[config.mk]
export PLATFORM = sky130hd
export DESIGN_NAME = ob_mk_cnt_sched
export DESIGN_NICKNAME = d
export VERILOG_FILES = /design/src/rtl/ob_mk_cnt_sched.sv
export SDC_FILE = /design/constraint.sdc
export NUM_CORES = 1
export LEC_CHECK = 0
export ABC_CLOCK_PERIOD_IN_PS = 2200
export CORE_MARGIN = 3
export CORE_UTILIZATION = 42
export CTS_CLUSTER_SIZE = 10
export DETAILED_ROUTE_END_ITERATION = 8
export MAX_ROUTING_LAYER = met4
export PLACE_DENSITY = 0.76
export SYNTH_ARGS = -nofsm -noshare
export SYNTH_HDL_FRONTEND = slang
export SYNTH_SLANG_ARGS = --single-unit
[constraint.sdc]
create_clock -name clk -period 2.2 [get_ports clk]
set_input_delay 0.22 -clock clk [delete_from_list [all_inputs] [get_ports clk]]
set_output_delay 0.22 -clock clk [all_outputs]
set_load 0.05 [all_outputs]
[src/rtl/ob_mk_cnt_sched.sv]
// Round-robin scheduler that shares one market-order table-count engine
// between REQ_N requesters. One request is granted at a time: the engine is
// pointed at the winner's table, given a single-cycle command, watched until
// it goes idle (or stalls), and the captured quantity is returned tagged with
// the requester id over a valid/ready response channel.
module ob_mk_cnt_sched #(
    parameter int REQ_N     = 2,
    parameter int ACC_W     = 32,
    parameter int TIMEOUT_N = 64
) (
    input  logic                       clk,
    input  logic                       rst_n,
    input  logic [REQ_N-1:0]           req_vld,
    output logic [REQ_N-1:0]           req_rdy,
    output logic                       rsp_vld,
    input  logic                       rsp_rdy,
    output logic [$clog2(REQ_N)-1:0]   rsp_id,
    output logic [ACC_W-1:0]           rsp_quantity,
    output logic                       rsp_err,
    output logic                       cnt_cmd_vld,
    output logic [$clog2(REQ_N)-1:0]   cnt_tbl_sel,
    input  logic                       cnt_busy,
    input  logic [ACC_W-1:0]           cnt_rsp_quantity
);

    localparam int ID_W = $clog2(REQ_N);
    localparam int WD_W = $clog2(TIMEOUT_N);

    typedef enum logic [1:0] {
        IDLE,
        ISSUE,
        BUSY,
        RSP
    } state_t;

    state_t          state;
    logic [ID_W-1:0] rr_ptr;
    logic [ID_W-1:0] grant_id;
    logic            grant_found;
    logic [WD_W-1:0] wd_cnt;

    // Pick the first requesting index after the last winner, wrapping around.
    always_comb begin
        logic [ID_W-1:0] idx;
        idx         = '0;
        grant_found = 1'b0;
        grant_id    = '0;
        for (int k = 1; k <= REQ_N; k++) begin
            idx = ID_W'((int'(rr_ptr) + k) % REQ_N);
            if (!grant_found && req_vld[idx]) begin
                grant_found = 1'b1;
                grant_id    = idx;
            end
        end
    end

    // The grant is offered only while idle, so at most one request is in flight.
    always_comb begin
        req_rdy = '0;
        if (state == IDLE && grant_found) begin
            req_rdy[grant_id] = 1'b1;
        end
    end

    // Request/issue/wait/respond sequencer with registered engine and response outputs.
    always_ff @(posedge clk or negedge rst_n) begin
        if (!rst_n) begin
            state        <= IDLE;
            rr_ptr       <= ID_W'(REQ_N - 1);
            wd_cnt       <= '0;
            rsp_vld      <= 1'b0;
            rsp_id       <= '0;
            rsp_quantity <= '0;
            rsp_err      <= 1'b0;
            cnt_cmd_vld  <= 1'b0;
            cnt_tbl_sel  <= '0;
        end else begin
            case (state)
                IDLE: begin
                    if (grant_found) begin
                        rr_ptr      <= grant_id;
                        rsp_id      <= grant_id;
                        cnt_tbl_sel <= grant_id;
                        cnt_cmd_vld <= 1'b1;
                        state       <= ISSUE;
                    end
                end
                ISSUE: begin
                    cnt_cmd_vld <= 1'b0;
                    if (cnt_busy) begin
                        wd_cnt <= '0;
                        state  <= BUSY;
                    end else begin
                        rsp_err      <= 1'b1;
                        rsp_quantity <= '0;
                        rsp_vld      <= 1'b1;
                        state        <= RSP;
                    end
                end
                BUSY: begin
                    wd_cnt <= wd_cnt + WD_W'(1);
                    if (!cnt_busy) begin
                        rsp_quantity <= cnt_rsp_quantity;
                        rsp_err      <= 1'b0;
                        rsp_vld      <= 1'b1;
                        state        <= RSP;
                    end else if (wd_cnt == WD_W'(TIMEOUT_N - 1)) begin
                        rsp_quantity <= '0;
                        rsp_err      <= 1'b1;
                        rsp_vld      <= 1'b1;
                        state        <= RSP;
                    end
                end
                RSP: begin
                    if (rsp_rdy) begin
                        rsp_vld <= 1'b0;
                        state   <= IDLE;
                    end
                end
                default: begin
                    state <= IDLE;
                end
            endcase
        end
    end

endmodule

==> results of run 1 <==
-- critical path, delay by kind of cell, from the launching register on --
kind,cells,cell delay (ns)
fa+ha+maj,1,0.39
xor+xnor,1,0.16
buf+inv,1,0.09
flops,1,0.42
mux,1,0.55
simple gates,2,0.21
-- per-layer routing --
| layer | up-vias | track usage, % | share of wire, % |
|---|---|---|---|
| met1 | 744 | 23.9 | 42 |
| met4 | 0 | 3.07 | 0.42 |
| met5 | - | - | 0 |
| met3 | 2 | 4.68 | 7.3 |
| li1 | 694 | - | - |
| met2 | 56 | 28.6 | 50 |
-- Yosys cell counts, drive strengths merged --
cell type / instances
nor4b: 1
nor4: 1
a32o: 1
mux2: 1
nor3: 2
a21oi: 4
dfstp: 1
nor2b: 3
dfrtp: 44
nor3b: 1
nand3: 3
mux2i: 3
ha: 5
clkbuf: 1
o21ai: 6
o31ai: 1
buf: 9
nand3b: 1
nor2: 5
or3: 1
xnor2: 1
inv: 4
o211ai: 1
nand2: 11
nand2b: 1
a22o: 34
a21o: 3
-- cell families after synthesis --
logic type,Yosys count
compound gates,50
flops,45
simple gates,30
buf+inv,14
fa+ha+maj,5
mux,4
xor+xnor,1
-- sequential cells by signal, indices dropped and copies added, names as in the netlist --
register / count
rsp_err: 1
state: 2
rsp_vld: 1
rr_ptr: 1
wd_cnt: 6
cnt_cmd_vld: 1
rsp_quantity: 32
cnt_tbl_sel: 1
-- power breakdown --
part / leakage, nW / internal (mW) / total, mW / switching, mW
logic: 0.617 / 1.06 / 2.90 / 1.84
clock network: 0.0445 / 0.225 / 0.500 / 0.275
registers: 0.573 / 1.22 / 1.47 / 0.245
-- final timing paths --
check	start	endpoint	slack [ns]
setup / recovery	state[1]	wd_cnt[5]	0.28
hold reg to reg	cnt_cmd_vld	cnt_cmd_vld	0.50
min in group clk	cnt_cmd_vld	cnt_cmd_vld	0.50
hold / removal	rst_n	rsp_quantity[6]	0.08
max in group asynchronous	rst_n	wd_cnt[3]	1.51
setup reg to reg	state[1]	wd_cnt[5]	0.28
-- metrics by stage --
| step | cells | utilization [%] | area (µm²) | power, mW | hold slack, ns |
|---|---|---|---|---|---|
| floorplan | 149 | - | 1890 | 3.46 | -0.0756 |
| global placement | 267 | 63.4 | 2650 | 4.30 | 0.413 |
| detailed placement | 267 | 63.4 | 2650 | 4.38 | 0.439 |
| CTS | 275 | 65.6 | 2740 | 4.91 | 0.113 |
| global route | 275 | 65.8 | 2740 | 5.13 | 0.164 |
| finish | 275 | 65.8 | 2740 | 4.87 | 0.0789 |
-- cell type report --
type                       instances  area (µm²)
inverter                           4        15.0
clock buffer                       5        68.8
multi-input combinational         90         683
timing repair buffer              78         766
sequential                        45        1130
clock inverter                     3        21.3
tap                               50        62.6
fill                             331        1430
-- timing repair --
item,4_1_cts,5_1_grt
gates resized for setup,0,1
endpoints found under the setup margin,0,32
hold endpoints to repair,0,0
==> reports/results.txt, run 1 <==
first-iteration detailed-routing DRC count: 86
initial antenna violation count: 0
HPWL after detailed placement: 3240 µm
Arr. time, crit path: 2.09 ns
ant diodes: 0
Total Wirelength: 4500 µm
CP max stage cell: mux2i_1
final setup violation count: 0
fin. max-slew vios: 0
Worst-path clk slew: 0.09 ns
RePlAce Congestion: 0.752
largest family of logic cells by synthesized area: compound AO/OA/AOI/OAI gates
Post-Synth Adder-Cell Area: 3.31%
syn avg cell area: 12.7 µm²
Setup crit end kind: register
hold crit path type: input pin to asynchronous set/reset pin
Worst slew margin: 34.8%
number of global-route vias before repair: 1545
Seq/Total Area, Yosys: 59.7%
CP cell instances: inv_1 -> ha_1 -> mux2i_1 -> nor3_1 -> xnor2_1 -> nor2_1
Max Clock Freq: 522 MHz
RSZ-0062 raised after global routing: false
Wirelength per Cell: 16.4 µm
Synthesis Warnings: 0
Period Utilization, post-route: 87.2%
Die Wd: 73.0 µm
Synth top area share: 58.3%
Slew @ Worst Pin: 0.977 ns
H-tree depth: 2
simple logic cell fraction of the synthesized area: 8.02%
xor and xnor area share after synthesis: 0.464%
layout cells sized above 1: 10.2%
Port Buffers: 76
PwrDens: 1770 nW/µm²
dpl ws: 0.0492 ns
status: complete, no violations
Sum Neg Setup Slack: 0 ns
IO Count: 77
Congestion Overflow GR: 0
CP startpoint kind: register
root buffer cell: clkbuf_8
die footprint: 5340 µm²
most frequent cells in the layout: 73 x clkdlybuf4s50_1, 44 x dfrtp_1, 31 x a22o_1
cells on worst reg2reg path: 6
multiplexer area fraction after synthesis: 2.19%
vias: 1496
TritonCTS clock tree: built
antenna-violating nets left: 0
flop and latch count out of synthesis: 45
Mapped Cells: 149
worst-path fanout max: 9
starting density of the core: 45.2%
peak supply drop: 939 µV
Final min period: 1.92 ns
Yosys top cell by area: dfrtp_1
DRC errors left: 0
post-CTS setup buffers: 0
vias per std cell: 5.44
Worst Slack Setup Final: 0.283 ns
Fin Clk Skew: 0.00886 ns
Leak: 1.23 nW
synth unique cells: 33
nets@finish: 267
Core Box Area: 4170 µm²
Die Y: 73.0 µm
Mapped Area: 1890 µm²
area delta synth->final: 45.3%
slowest stage delay, CP: 0.55 ns
most common cell after layout, fill and taps aside: clkdlybuf4s50_1
Total GRT Usage: 18.1%
Max Cap Viol: 0
clk buf depth: 2
crit path kind: register to register
Compound-Gate Fraction of Synth Area: 21.7%
Skew-Pair Late Insertion Delay: 0.29 ns
largest net degree at the start of global routing: 46
site row count: 23
final hold viol count: 0
clock sinks: 45
syn_nets: 192
cts hold-fix bufs: 0
Crit path required time: 2.37 ns
first-pass GRT wire length: 7400 µm
cts bufs inserted: 5
top area cells in the synthesized netlist: dfrtp_1 58%, a22o_1 14%, ha_1 3.3%, nand2_1 2.2%, buf_6 1.8%
First-pass DRT Iterations: 5
Note: power is estimated with default switching activity, not from simulation.
==> run 2, diff against run 1 <==
Settings changed: GPL_ROUTABILITY_DRIVEN set to 1.
==> results of run 2 <==
The final DEF is identical to that of run 1; final timing and power are the same.
==> edit 1, RTL diff (settings of run 2) <==
`ACC_W`: 32 -> 64.
--- a/src/rtl/ob_mk_cnt_sched.sv
+++ b/src/rtl/ob_mk_cnt_sched.sv
@@ -7,3 +7,3 @@
     parameter int REQ_N     = 2,
-    parameter int ACC_W     = 32,
+    parameter int ACC_W     = 64,
     parameter int TIMEOUT_N = 64
Interface: changed (resized cnt_rsp_quantity and rsp_quantity); port bits go from 77 to 141. No check against the original RTL was run, so the function may have changed too.
==> edit 1 against run 2 <==
Routed wire length increased by 72%. Worst hold slack improved by 340 ps. Area after synthesis increased by 61%. Utilization increased by 2.6 points. Setup slack got worse by 52 ps. Sequential cell count increased by 32. Power increased by 78%. Design area increased by 72%. Via count increased by 60%.
==> edit 1: results (changes against run 2) <==
.. list-table::
   :header-rows: 1

   * - Metric
     - Value
   * - Fraction of met2 tracks used by global routing
     - 29.06% (+0.46 points)
   * - Met3 wire length
     - 385 um (+18%)
   * - Clock skew
     - 8.877 ps (+0.01412 ps)
   * - Number of standard cells in the final layout excluding fillers
     - 463 (+68%)
   * - Metal2 WL
     - 3647 um (+62%)
   * - Most frequent cells after synthesis
     - 76 x dfrtp_1, 61 x a22o_1, 12 x nand2_1, 6 x buf_6
   * - First-pass GRT wire length
     - 12410 um (+68%)
   * - Status
     - finished, final reports clean
   * - Most area-consuming cells after synthesis
     - dfrtp_1 63%, a22o_1 18%, buf_6 2.2%
   * - Top achievable clock speed
     - 507.8 MHz (-2.6%)
   * - Compound-cell area share of the yosys netlist
     - 23.52% (+1.9 points)
   * - Number of global-route vias before repair
     - 2344 (+52%)
   * - Delay of the slowest critical-path stage
     - 390 ps (-160 ps)
   * - Average wire length per cell after detail routing
     - 16.74 um (+2.4%)
   * - Area share of xor/xnor cells in the synthesized design
     - 0.2889% (-0.17 points)
   * - Count of filler cells inserted in the layout
     - 528 (+60%)
   * - Final #Nets
     - 437 (+64%)
   * - Half-perimeter wire length of the detailed placement result
     - 5371 um (+66%)
   * - Max H-tree Level
     - 3 (+1)
   * - Length of routed wiring on met1
     - 3639 um (+91%)
   * - Worst Hold Margin
     - 414.1 ps (+335.2 ps)
   * - Adder-Cell Fraction of Synth Area
     - 2.064% (-1.2 points)
   * - Capturing instance or port of the critical path
     - rsp_quantity[54]$_DFFE_PN0P_
   * - Combinational logic power
     - 0.00512 W (+77%)
   * - Synthesized netlist net count
     - 295 (+54%)
   * - Slowest cell on the critical path
     - dfrtp_1
   * - Proportion of layout cells with a drive suffix above 1
     - 9.809% (-0.41 points)
   * - Drt pass-1 iters
     - 6 (+1)
   * - Power drawn by the sequential cells
     - 0.00249 W (+69%)
   * - Biggest regs
     - rsp_quantity (64), wd_cnt (6), state (2)
   * - Maximum VDD drop
     - 984.2 uV (+4.8%)
   * - Leakage power figure
     - 2.116 nW (+71%)
   * - Total power per unit cell area
     - 1831 mW/mm2 (+3.3%)
   * - Number of port buffers
     - 140 (+84%)
   * - Share of synthesized area spent on multiplexers
     - 1.362% (-0.82 points)
## edit 1: changes by cell type after synthesis, moves of 2 or more
cell | before | now
a22o_2 | 3 | 5
buf_6 | 3 | 6
buf_2 | 4 | 2
dfrtp_1 | 44 | 76
a22o_1 | 31 | 61
buf_1 | 0 | 5
## edit 1: worst max-delay path, delay by kind of cell, from the launching register on
family | cells | cell delay (ps)
flops | 1 | 390
compound gates | 3 | 760
buf+inv | 2 | 360
fa+ha+maj | 1 | 340
## edit 1: layout make-up
type | count | area share, %
Clock inverter | 6 | 1.299
Inverter | 4 | 0.3181
Clock buffer | 10 | 2.704
Multi-Input combinational cell | 123 | 20.78
Timing Repair Buffer | 147 | 31.50
Tap cell | 96 | 2.545
Sequential cell | 77 | 40.85
## edit 1: what timing repair did
item | CTS | global route
gates resized for setup | 0 | 0
hold buffers | 1 | 0
hold endpoints to repair | 44 | 0
==> edit 2, RTL diff (flow settings as in run 2) <==
Without the edit above. Reset style: synchronous (`rst_n`), changed in one clocked block.
--- a/src/rtl/ob_mk_cnt_sched.sv
+++ b/src/rtl/ob_mk_cnt_sched.sv
@@ -65,3 +65,3 @@
     // Request/issue/wait/respond sequencer with registered engine and response outputs.
-    always_ff @(posedge clk or negedge rst_n) begin
+    always_ff @(posedge clk) begin
         if (!rst_n) begin
Check against the original RTL: differs if rst_n is asserted again (counterexample within 4 cycles, from zero or initial values and one cycle with rst_n low); with rst_n held inactive, the same outputs for 10 cycles.
==> edit 2 against run 2 <==
Power decreased by 35%. Sequential share of layout area decreased by 12 points. Routed wire length rose by 17%. Synthesized cell count increased by 52%. Clock power grew 30%. Non-clock buffer count rose by 4. Setup slack better by 33 ps. Sequential cell count is the same. Area after synthesis increased by 13%. Sequential power decreased by 28%. Design area increased by 12%. Cell count grew 32%. Critical path type unchanged. Critical endpoint is now rsp_quantity[1]$_SDFFE_PN0P_. Highest routed layer unchanged.
==> edit 2: results (changes against run 2) <==
.. list-table::
   :header-rows: 1

   * - Metric
     - Value
   * - Synthesized netlist net count
     - 270 (+41%)
   * - Drt pass-1 iters
     - 4 (-1)
   * - Number of multi-input logic gates
     - 157 (+74%)
   * - ClkCell Share
     - 3.922% (+0.64 points)
   * - Drt total wl
     - 5261 um (+17%)
   * - Number of global-route vias before repair
     - 1779 (+15%)
   * - Fraction of cell area in non-clock buffers
     - 27.21% (-0.70 points)
   * - Slowest cell on the critical path
     - or3_2
   * - Global-route total usage across every layer
     - 18.45% (+0.34 points)
   * - Synthesized area per cell
     - 9.420 um2 (-26%)
   * - Sequential cell count
     - 45 (unchanged)
   * - Delay-heaviest family, CP
     - simple AND/OR/NAND/NOR gates
   * - Pin count of the biggest net entering global routing
     - 29 (-37%)
   * - Top FF cell, synth
     - dfxtp_1
   * - Number of clock buffers in the layout
     - 6 (+1)
   * - Worst hold-check path type
     - primary input to register
   * - Length of routed wiring on met1
     - 2394 um (+26%)
   * - Global-route track usage on met1
     - 24.51% (+0.62 points)
   * - Number of standard cells in the final layout excluding fillers
     - 364 (+32%)
   * - Area growth, synth to finish
     - 43.24%
   * - Status
     - finished, final reports clean
   * - Arrival time of data at the critical path endpoint
     - 2070 ps (-20 ps)
   * - Number of distinct library cells after synthesis
     - 34 (+3.0%)
   * - Sequential fraction of design power
     - 33.3% (+3.2 points)
   * - Count of filler cells inserted in the layout
     - 449 (+36%)
   * - Clock power share
     - 20.4% (+10 points)
   * - Routability cong.
     - 0.8219 (+9.3%)
   * - Non-Clock Inverter Count
     - 5 (+1)
   * - Leakage power figure
     - 0.9877 nW (-20%)
   * - Met3 wire length
     - 287 um (-12%)
   * - Routing usage on met3
     - 4.292% (-0.39 points)
   * - Most area-consuming cells after synthesis
     - dfxtp_1 42%, nand3_2 14%, a22oi_1 11%
   * - Clock skew
     - 6.415 ps (-2.448 ps)
   * - Most frequent cells after synthesis
     - 45 x dfxtp_1, 41 x a21oi_1, 32 x a22oi_1, 30 x nand3_2, 12 x buf_2
   * - Pre-CTS worst setup slack
     - 324.9 ps (+275.7 ps)
   * - Number of standard cells after synthesis
     - 227 (+52%)
## edit 2: path summary, 6_finish.rpt
path | startpoint | to | slack (ps) | cells past startpoint
worst min-delay path | cnt_busy | rsp_quantity[25]$_SDFFE_PN0P_ | 300 | 3
worst min register to register | rsp_quantity[19]$_SDFFE_PN0P_ | rsp_quantity[19]$_SDFFE_PN0P_ | 480 | 2
worst max register to register | state[1]$_SDFFE_PN0P_ | rsp_quantity[1]$_SDFFE_PN0P_ | 320 | 6
worst max-delay path | state[1]$_SDFFE_PN0P_ | rsp_quantity[1]$_SDFFE_PN0P_ | 320 | 6
## edit 2: cells by family after synthesis
kind of cell	count (synthesis)	share of synthesized area, %
and+or+nand+nor	62	21.42
buffers and inverters	25	6.320
adders and majority gates	5	2.926
AOI/OAI and AO/OA	87	25.92
xor gates and xnor gates	2	0.8193
muxes	1	0.4681
DFF	45	42.13
